--- config.mk ---
export PLATFORM = sky130hd
export DESIGN_NAME = hazard_controller_flat
export DESIGN_NICKNAME = d
export VERILOG_FILES = /design/src/rtl/hazard_controller_if.sv /design/src/rtl/hazard_controller.sv /design/src/flat_wrapper.sv
export SDC_FILE = /design/constraint.sdc
export NUM_CORES = 1
export LEC_CHECK = 0
export ABC_AREA = 1
export BUFFER_PORTS_ARGS = -buffer_cell sky130_fd_sc_hd__buf_2
export CORE_AREA = 8 8 77 79
export DETAILED_ROUTE_END_ITERATION = 16
export DIE_AREA = 0 0 85 87
export MAX_ROUTING_LAYER = met4
export PLACE_DENSITY = 0.77
export REMOVE_ABC_BUFFERS = 1
export SLEW_MARGIN = 20
export SYNTH_ARGS = -nofsm -noshare
export SYNTH_HDL_FRONTEND = slang
export SYNTH_SLANG_ARGS = --single-unit
--- constraint.sdc ---
create_clock -name clk -period 2.1 [get_ports clk]
set_clock_uncertainty 0.05 [all_clocks]
set_input_delay 0.105 -clock clk [delete_from_list [all_inputs] [get_ports clk]]
set_output_delay 0.105 -clock clk [all_outputs]
set_load 0.005 [all_outputs]
--- src/rtl/hazard_controller_if.sv ---
// Hazard controller port bundle: decode/EX/MEM observations in, pipeline control and counters out.
interface hazard_controller_if #(
    parameter int unsigned CNT_WIDTH = 16
);
    logic [4:0]           id_rs1;
    logic [4:0]           id_rs2;
    logic                 id_uses_rs1;
    logic                 id_uses_rs2;
    logic [4:0]           ex_rd;
    logic                 ex_mem_read;
    logic                 ex_branch_taken;
    logic                 mem_req;
    logic                 mem_ready;
    logic                 pc_write;
    logic                 if_id_write;
    logic                 if_id_flush;
    logic                 id_ex_flush;
    logic                 mem_stall;
    logic [1:0]           state;
    logic [CNT_WIDTH-1:0] stall_cycles;
    logic [CNT_WIDTH-1:0] flush_events;

    modport master (
        output id_rs1, id_rs2, id_uses_rs1, id_uses_rs2, ex_rd, ex_mem_read,
               ex_branch_taken, mem_req, mem_ready,
        input  pc_write, if_id_write, if_id_flush, id_ex_flush, mem_stall, state,
               stall_cycles, flush_events
    );

    modport slave (
        input  id_rs1, id_rs2, id_uses_rs1, id_uses_rs2, ex_rd, ex_mem_read,
               ex_branch_taken, mem_req, mem_ready,
        output pc_write, if_id_write, if_id_flush, id_ex_flush, mem_stall, state,
               stall_cycles, flush_events
    );
endinterface

--- src/rtl/hazard_controller.sv ---
// Pipeline hazard controller: load-use bubbles, branch flushes and data-memory wait stalls,
// with Mealy control outputs and saturating stall/flush performance counters.
module hazard_controller #(
    parameter int unsigned LOAD_BUBBLES = 1,
    parameter int unsigned CNT_WIDTH    = 16
) (
    input  logic                clk,
    input  logic                rst,
    hazard_controller_if.slave  hz
);
    localparam int unsigned BUB_W = 2;
    localparam logic [BUB_W-1:0] BUB_RELOAD = BUB_W'(LOAD_BUBBLES - 1);

    typedef enum logic [1:0] {
        RUN        = 2'd0,
        LOAD_STALL = 2'd1,
        MEM_WAIT   = 2'd2
    } state_t;

    state_t               state_q, state_d;
    state_t               ret_q, ret_d;
    state_t               eff_c;
    logic [BUB_W-1:0]     bub_q, bub_d;
    logic [CNT_WIDTH-1:0] stall_q, flush_q;

    logic hazard_c;
    logic mem_wait_c;
    logic br_flush_c;
    logic pc_write_c;
    logic if_id_write_c;
    logic if_id_flush_c;
    logic id_ex_flush_c;
    logic mem_stall_c;

    // Priority: memory wait > taken branch > load-use bubble > normal run.
    // In MEM_WAIT the release cycle behaves as the saved state, so a held branch flushes there.
    always_comb begin
        state_d       = state_q;
        ret_d         = ret_q;
        bub_d         = bub_q;
        br_flush_c    = 1'b0;
        pc_write_c    = 1'b1;
        if_id_write_c = 1'b1;
        if_id_flush_c = 1'b0;
        id_ex_flush_c = 1'b0;
        mem_stall_c   = 1'b0;

        hazard_c = hz.ex_mem_read && (hz.ex_rd != 5'd0) &&
                   ((hz.id_uses_rs1 && (hz.id_rs1 == hz.ex_rd)) ||
                    (hz.id_uses_rs2 && (hz.id_rs2 == hz.ex_rd)));
        mem_wait_c = (state_q == MEM_WAIT) ? !hz.mem_ready : (hz.mem_req && !hz.mem_ready);
        eff_c      = (state_q == MEM_WAIT) ? ret_q : state_q;

        if (mem_wait_c) begin
            pc_write_c    = 1'b0;
            if_id_write_c = 1'b0;
            mem_stall_c   = 1'b1;
            state_d       = MEM_WAIT;
            if (state_q != MEM_WAIT) begin
                ret_d = state_q;
            end
        end else if (hz.ex_branch_taken) begin
            if_id_flush_c = 1'b1;
            id_ex_flush_c = 1'b1;
            br_flush_c    = 1'b1;
            state_d       = RUN;
            ret_d         = RUN;
            bub_d         = '0;
        end else if (eff_c == LOAD_STALL) begin
            pc_write_c    = 1'b0;
            if_id_write_c = 1'b0;
            id_ex_flush_c = 1'b1;
            bub_d         = bub_q - BUB_W'(1);
            state_d       = (bub_q <= BUB_W'(1)) ? RUN : LOAD_STALL;
            ret_d         = RUN;
        end else if (hazard_c) begin
            pc_write_c    = 1'b0;
            if_id_write_c = 1'b0;
            id_ex_flush_c = 1'b1;
            ret_d         = RUN;
            if (LOAD_BUBBLES > 1) begin
                state_d = LOAD_STALL;
                bub_d   = BUB_RELOAD;
            end else begin
                state_d = RUN;
            end
        end else begin
            state_d = RUN;
            ret_d   = RUN;
        end

        // Reset forces a NOP-filled, frozen front end independent of the clock.
        if (!rst) begin
            pc_write_c    = 1'b0;
            if_id_write_c = 1'b0;
            if_id_flush_c = 1'b1;
            id_ex_flush_c = 1'b1;
            mem_stall_c   = 1'b0;
            br_flush_c    = 1'b0;
        end
    end

    always_ff @(posedge clk or negedge rst) begin
        if (!rst) begin
            state_q <= RUN;
            ret_q   <= RUN;
            bub_q   <= '0;
            stall_q <= '0;
            flush_q <= '0;
        end else begin
            state_q <= state_d;
            ret_q   <= ret_d;
            bub_q   <= bub_d;
            if (!pc_write_c && (stall_q != '1)) begin
                stall_q <= stall_q + CNT_WIDTH'(1);
            end
            if (br_flush_c && (flush_q != '1)) begin
                flush_q <= flush_q + CNT_WIDTH'(1);
            end
        end
    end

    assign hz.pc_write     = pc_write_c;
    assign hz.if_id_write  = if_id_write_c;
    assign hz.if_id_flush  = if_id_flush_c;
    assign hz.id_ex_flush  = id_ex_flush_c;
    assign hz.mem_stall    = mem_stall_c;
    assign hz.state        = state_q;
    assign hz.stall_cycles = stall_q;
    assign hz.flush_events = flush_q;
endmodule

--- src/flat_wrapper.sv ---
// flat-port wrapper written by rule: the top's interface ports become plain ports
module hazard_controller_flat 
#(
    parameter int unsigned LOAD_BUBBLES = 1,
    parameter int unsigned CNT_WIDTH    = 16
)
  (clk, rst, hz_id_rs1, hz_id_rs2, hz_id_uses_rs1, hz_id_uses_rs2, hz_ex_rd, hz_ex_mem_read, hz_ex_branch_taken, hz_mem_req, hz_mem_ready, hz_pc_write, hz_if_id_write, hz_if_id_flush, hz_id_ex_flush, hz_mem_stall, hz_state, hz_stall_cycles, hz_flush_events);
  hazard_controller_if #(.CNT_WIDTH(CNT_WIDTH)) hz_i ();
  input  logic clk;
  input  logic rst;
  input wire logic [$bits(hz_i.id_rs1)-1:0] hz_id_rs1;
  input wire logic [$bits(hz_i.id_rs2)-1:0] hz_id_rs2;
  input wire logic [$bits(hz_i.id_uses_rs1)-1:0] hz_id_uses_rs1;
  input wire logic [$bits(hz_i.id_uses_rs2)-1:0] hz_id_uses_rs2;
  input wire logic [$bits(hz_i.ex_rd)-1:0] hz_ex_rd;
  input wire logic [$bits(hz_i.ex_mem_read)-1:0] hz_ex_mem_read;
  input wire logic [$bits(hz_i.ex_branch_taken)-1:0] hz_ex_branch_taken;
  input wire logic [$bits(hz_i.mem_req)-1:0] hz_mem_req;
  input wire logic [$bits(hz_i.mem_ready)-1:0] hz_mem_ready;
  output wire logic [$bits(hz_i.pc_write)-1:0] hz_pc_write;
  output wire logic [$bits(hz_i.if_id_write)-1:0] hz_if_id_write;
  output wire logic [$bits(hz_i.if_id_flush)-1:0] hz_if_id_flush;
  output wire logic [$bits(hz_i.id_ex_flush)-1:0] hz_id_ex_flush;
  output wire logic [$bits(hz_i.mem_stall)-1:0] hz_mem_stall;
  output wire logic [$bits(hz_i.state)-1:0] hz_state;
  output wire logic [$bits(hz_i.stall_cycles)-1:0] hz_stall_cycles;
  output wire logic [$bits(hz_i.flush_events)-1:0] hz_flush_events;
  assign hz_i.id_rs1 = hz_id_rs1;
  assign hz_i.id_rs2 = hz_id_rs2;
  assign hz_i.id_uses_rs1 = hz_id_uses_rs1;
  assign hz_i.id_uses_rs2 = hz_id_uses_rs2;
  assign hz_i.ex_rd = hz_ex_rd;
  assign hz_i.ex_mem_read = hz_ex_mem_read;
  assign hz_i.ex_branch_taken = hz_ex_branch_taken;
  assign hz_i.mem_req = hz_mem_req;
  assign hz_i.mem_ready = hz_mem_ready;
  assign hz_pc_write = hz_i.pc_write;
  assign hz_if_id_write = hz_i.if_id_write;
  assign hz_if_id_flush = hz_i.if_id_flush;
  assign hz_id_ex_flush = hz_i.id_ex_flush;
  assign hz_mem_stall = hz_i.mem_stall;
  assign hz_state = hz_i.state;
  assign hz_stall_cycles = hz_i.stall_cycles;
  assign hz_flush_events = hz_i.flush_events;
  hazard_controller #(.LOAD_BUBBLES(LOAD_BUBBLES), .CNT_WIDTH(CNT_WIDTH)) u_core (.clk(clk), .rst(rst), .hz(hz_i));
endmodule
; ---- Word level (Yosys, flattened, before mapping)
; Index checks and enable logic that the tools add are counted.
[word_totals]
register_bits = 38
in_bits = 23
out_inout_bits = 39
wordCells = 57
[classes]
n_addsub = 3
order_cmp = 1
eq_ne = 8
n_mux = 26
n_bitwise = 1
n_reduce_logical = 13
[ops]
columns = cell, n
row1 = $add A16 B1 Y16 const B, 2
row2 = $ne A16 B16 Y1 const B, 2
row3 = $mux W1, 18
row4 = $mux W2, 8
row5 = $eq A5 B5 Y1, 2
row6 = $logic_and A1 B1 Y1, 7
row7 = $reduce_bool A5 Y1, 1
row8 = $ne A2 B2 Y1 const B, 2
row9 = $eq A2 B1 Y1 const B, 1
row10 = $eq A2 B2 Y1 const B, 1
row11 = $le A2 B1 Y1 const B, 1
row12 = $logic_not A1 Y1, 2
row13 = $reduce_and A2 Y1, 1
row14 = $reduce_bool A2 Y1, 1
row15 = $sub A2 B1 Y2 const B, 1
row16 = $logic_or A1 B1 Y1, 1
row17 = $not A1 Y1, 1

; ---- Logic depth before layout (Yosys ltp)
[depth]
depth_word = 11
depth_mapped = 14
ltp_nobuf = 13

; ---- Worst setup path before layout
; Ideal clock, no wire load.
[synth_timing]
kind = register to register
from = register u_core.stall_q[0], in the netlist u_core.hz.stall_cycles[0]
to = register u_core.stall_q[5], in the netlist u_core.hz.stall_cycles[5]
setup_time_ns = 0.117
t_arrival_ns = 1.401
required_time_ns = 1.933
setup_slack_ns = 0.532
stages_incl_launch_ff = 10
path_buffers = 1
period_less_slack_ns = 1.568
path_cell_list = dfrtp_1 -> ha_1 -> inv_1 -> nor2_4 -> nand3_4 -> nor2_4 -> nand4_4 -> buf_6 -> nand3_1 -> nand2_1
[synth_via]
elab_chain_cells = 2
elab_cells_between_ends = 3
cone_classes = 1 x add/sub / 1 x eq/ne / 1 x reduce/logical
[synth_lines]
columns = element, line
row1 = from (decl), hazard_controller.sv:24  ; logic [CNT_WIDTH-1:0] stall_q, flush_q;
row2 = from (signal assigned), hazard_controller.sv:115  ; stall_q <= stall_q + CNT_WIDTH'(1);
row3 = branches (longest 2 deep; another with $add A16 B1 Y16), n/a
; Several ways; the timed one is not identified.
; A chain may end at the register's enable or synchronous reset.

; ---- Worst setup path in the final report
[layout_timing]
from = register u_core.state_q[0], in the netlist u_core.hz.state[0]
to = output port hz_pc_write
[layout_via]
elab_chain_cells = 7
elab_cells_between_ends = 8
cone_classes = 2 x eq/ne / 6 x mux
[layout_lines]
columns = element, line
row1 = from (decl), hazard_controller.sv:20  ; state_t state_q, state_d;
row2 = from (signal assigned), hazard_controller.sv:111  ; state_q <= state_d;
row3 = $eq A2 B2 Y1, "hazard_controller.sv:51, hazard_controller.sv:52"
row4 = $mux W2, hazard_controller.sv:52  ; eff_c = (state_q == MEM_WAIT) ? ret_q : state_q;
row5 = $eq A2 B1 Y1, hazard_controller.sv:69  ; end else if (eff_c == LOAD_STALL) begin
row6 = $mux W1, hazard_controller.sv:69
row7 = $mux W1, hazard_controller.sv:62  ; end else if (hz.ex_branch_taken) begin
row8 = $mux W1 *, hazard_controller.sv:54  ; if (mem_wait_c) begin
row9 = $mux W1 *, hazard_controller.sv:93  ; if (!rst) begin
row10 = to (decl), flat_wrapper.sv:20  ; output wire logic [$bits(hz_i.pc_write)-1:0] hz_pc_write;
; Mark *: on every way between the ends. The rest lies on a longest branch, timed or not.

==> out/results.txt <==
Setup violations remaining at the end of the flow were counted as 0. STA classifies the critical path endpoint as an output port. The logs give 0.001608 uW for the standby leakage power and 5 for the number of clock buffers inserted by TritonCTS. For the final hold violation count, the log shows 0. After detailed routing, the number of remaining DRC violations is 0.

Dividing total power by cell area gives a power density of 792.7 nW/um^2. Cells fill 59.81% of the core in the end. The run gives 0 as the number of buffers inserted to repair setup after CTS. The analysis attributes to net switching a power of 708.6 uW. Synthesis produced 318 cells. The number of synthesis warnings is 0. Capture point of the worst reg-to-reg path: u_core.hz.stall_cycles[13]. The min-delay analysis places its worst path in the category in2reg.

Area growth from synthesis to final layout: 21.25%. The run finished with clean final reports. Total power for the finished layout comes to 2298 uW. The run gives 0 as the max-slew violation total from the final report. Of the total synthesized cell area, the portion taken by full adders, half adders and majority gates is 1.570%.

The logs give 411 for the number of nets in the final layout and 4048 um for the post-DP HPWL. After detailed routing, the average wire length per cell comes to 11.98 um. In this run, post-CTS repair resized a total of 0 instances.

The number of cells on the worst reg-to-reg path is 10. Multiplexer share of the synthesized area: 0%. Of the total power, registers draw 44.0%. The maximum net fanout on the critical path is 24, and the worst voltage drop across the vdd grid is 0.0004684 V.

The combinational share of power was 22.7%. The biggest area contributor in the post-synthesis netlist is dfrtp_1. The post-detailed-route via-to-cell ratio is 4.812.

From left edge to right edge, the die measures 85 um. The simple-gate share of the synthesized area works out to 38.72%. The first global-routing pass estimated 9197 um of wire. For this configuration, the core starts out at a cell density of 49.33%. The count of buffers added on input and output ports is 61. The clock reaches the later pin of the worst-skew pair after 0.29 ns. The parity-gate share of the synthesized area counting xor and xnor cells was 8.425%. Summed over its instances, the top area cell type makes up 39.77% of the synthesized netlist area. The transition at the pin with the smallest max-transition slack was 0.4929 ns; the DRC marker count from the first detailed-route iteration was 80. The critical path data arrival time was 1.74 ns; the worst setup margin was 0.2044 ns. For the fraction of the yosys area taken by sequential cells, the log shows 39.77%. The tools report the highest clock rate as 0.5275 GHz. The core outline area is 4847 sq um, and the first-pass iteration count of the detailed router is 4. The beginning of the worst register-to-register path is u_core.hz.stall_cycles[1]. The worst hold path terminates at u_core.ret_q[0].

The synthesized netlist contains 28 unique library cells. 62 I/O pins were placed. For the number of antenna violations at the first check in global routing, the log shows 0. The worst slew slack as a fraction of its limit is 67.14%. By area, the combinational part of the netlist is dominated by simple AND/OR/NAND/NOR gates. The count of cells along the worst hold path was 4; the placement-stage worst setup slack was 0.3316 ns. STA puts the critical path data required time at 1.95 ns.

After global routing the overflow that remains totals 0. The quantity of hold-fixing buffers added after cts was 2; the vertical extent of the die was 87 um. At the end of routability-driven placement, the weighted congestion stood at 0.8164. The final routed wirelength across all metal layers came out at 5296 um.

The critical path in this run is classified as reg2out. Once detail routing completed, the nets flagged for antenna violations numbered 0. Setup repair after global routing left no endpoint under its margin. The tools report the number of diodes as 0.

Max-cap violations in this run came to 0. The run gives 2 as the CTS H-tree depth. The cell area that synthesis handed to floorplanning was 2391 sq um. In this run switching power makes up 30.83% of total power. The share of total power dissipated in the clock network is 33.3%. In the post-synthesis netlist, the biggest area contributors are dfrtp_1 40%, nand2_1 15%, inv_1 7.4%.

Summing the areas of all compound-gate instances in the mapped netlist gives 1.936% of the synthesized area. The clock passes through at most 2 buffers. The internal power came out at 1590 uW. The final critical delay including setup and external delays works out to 1.896 ns. For this design, the sink count on the clock tree is 38. In the final timing run, aggregate negative setup slack is 0 ns. The filler cells instantiated in the layout total 449. Via count of the first global-routing pass: 2133. The run gives 7395 sq um as the area enclosed by the die boundary.

Clock-pin slew was measured on the worst setup and hold paths at 0.07 ns. The average footprint of a synthesized cell is 7.519 sq um. The worst hold path begins at hz_mem_ready. Of the available clock period, the critical path in the final layout requires 90.27%.

The setup check on the worst reg-to-reg path leaves a slack of 0.32 ns. The tools report the cell at the root of the clock tree as clkbuf_8. The number of storage elements in the synthesis netlist came out at 38. The initialized floorplan defines 26 standard-cell rows. TritonCTS built the clock tree.

Entering global routing, the biggest net connects 41 pins. The post-route netlist has 24.87% of its cells at a drive strength greater than 1. The all-layer global routing usage came out at 15.66%.

The routed via count was 2127. The startpoint type of the worst setup path is a register.
worst max-delay path, stage by stage (launching register included):
cell and delay [ns]:
dfrtp_1 0.42, nor2_2 0.22, and3_1 0.19, a21oi_1 0.06, nand2_2 0.10, nand2_2 0.06, nand2_4 0.20, inv_1 0.08
buf_2 0.13
sequential cells by signal, indices dropped and copies added, names as in the netlist:
signal	flops
u_core.hz.flush_events	16
u_core.hz.state	2
u_core.ret_q	2
u_core.bub_q	2
u_core.hz.stall_cycles	16
synth_stat cells, drive strengths merged:
cell type	count
ha	3
a21oi	1
buf	4
or2	1
nor3	10
nor4	2
nand2	103
nand4	7
and3	1
xor2	19
dfrtp	38
nor2	32
xnor2	4
nand3	36
inv	51
o21ai	6
metal layers:
metal,share of wire (%),global-route usage (%),vias to the layer above
li1,-,-,1114
met1,47,18.34,957
met2,47,25.36,48
met3,3.8,3.679,8
met4,2.1,6.472,0
met5,0,-,-
logic make-up (layout without fill, tap and decap cells):
family / count (synthesis) / in the layout
AOI/OAI and AO/OA: 7 / 7
DFF: 38 / 38
xor gates and xnor gates: 23 / 23
adders and majority gates: 3 / 3
buffers and inverters: 55 / 123
and+or+nand+nor: 192 / 192
how the worst max path moves through the flow:
stage | end | startpoint | slack [ns]
2_1_floorplan | u_core.hz.stall_cycles[9] | u_core.hz.stall_cycles[0] | 0.47
3_3_place_gp | u_core.hz.stall_cycles[13] | u_core.hz.stall_cycles[1] | 0.36
3_5_place_dp | u_core.hz.stall_cycles[11] | u_core.hz.stall_cycles[1] | 0.33
4_1_cts | hz_if_id_write | u_core.hz.state[0] | 0.18
5_1_grt | hz_pc_write | u_core.hz.state[0] | 0.07
6_report | hz_pc_write | u_core.hz.state[0] | 0.20
metrics by stage:
step | hold slack [ns] | area, sq um | std cells
after floorplan | -0.2406 | 2354 | 314
after global placement | 0.2034 | 2736 | 432
after detailed placement | 0.1933 | 2736 | 432
after CTS | 0.07711 | 2899 | 442
after global routing | 0.1085 | 2899 | 442
final | 0.08965 | 2899 | 442
area by class of cell:
class,instances,area [sq um],share of cell area (%)
clock buffer,6,82.58,2.849
multi-input combinational,225,1211,41.78
tap,56,70.07,2.417
clock inverter,2,60.06,2.072
timing repair buffer,64,332.8,11.48
inverter,51,191.4,6.603
sequential,38,950.9,32.80
power by group through the flow:
stage	clock, uW	combinational [uW]	sequential, uW
CTS	786	532	1010
finish	766	522	1010
floorplan	0	295	1010
global route	818	602	1030
detailed placement	0	527	1020
global placement	0	513	1020
placed cells by master, fill, tap and decap left out, types with 5 or more instances in the layout:
cell type	instances
buf_2	61
clkbuf_8	6
dfrtp_1	38
inv_1	47
nand2_1	97
nand3_1	34
nand4_1	6
nor2_1	23
nor2_4	5
nor3_1	7
xor2_1	19
No activity file was read; power rests on OpenSTA's default activity.
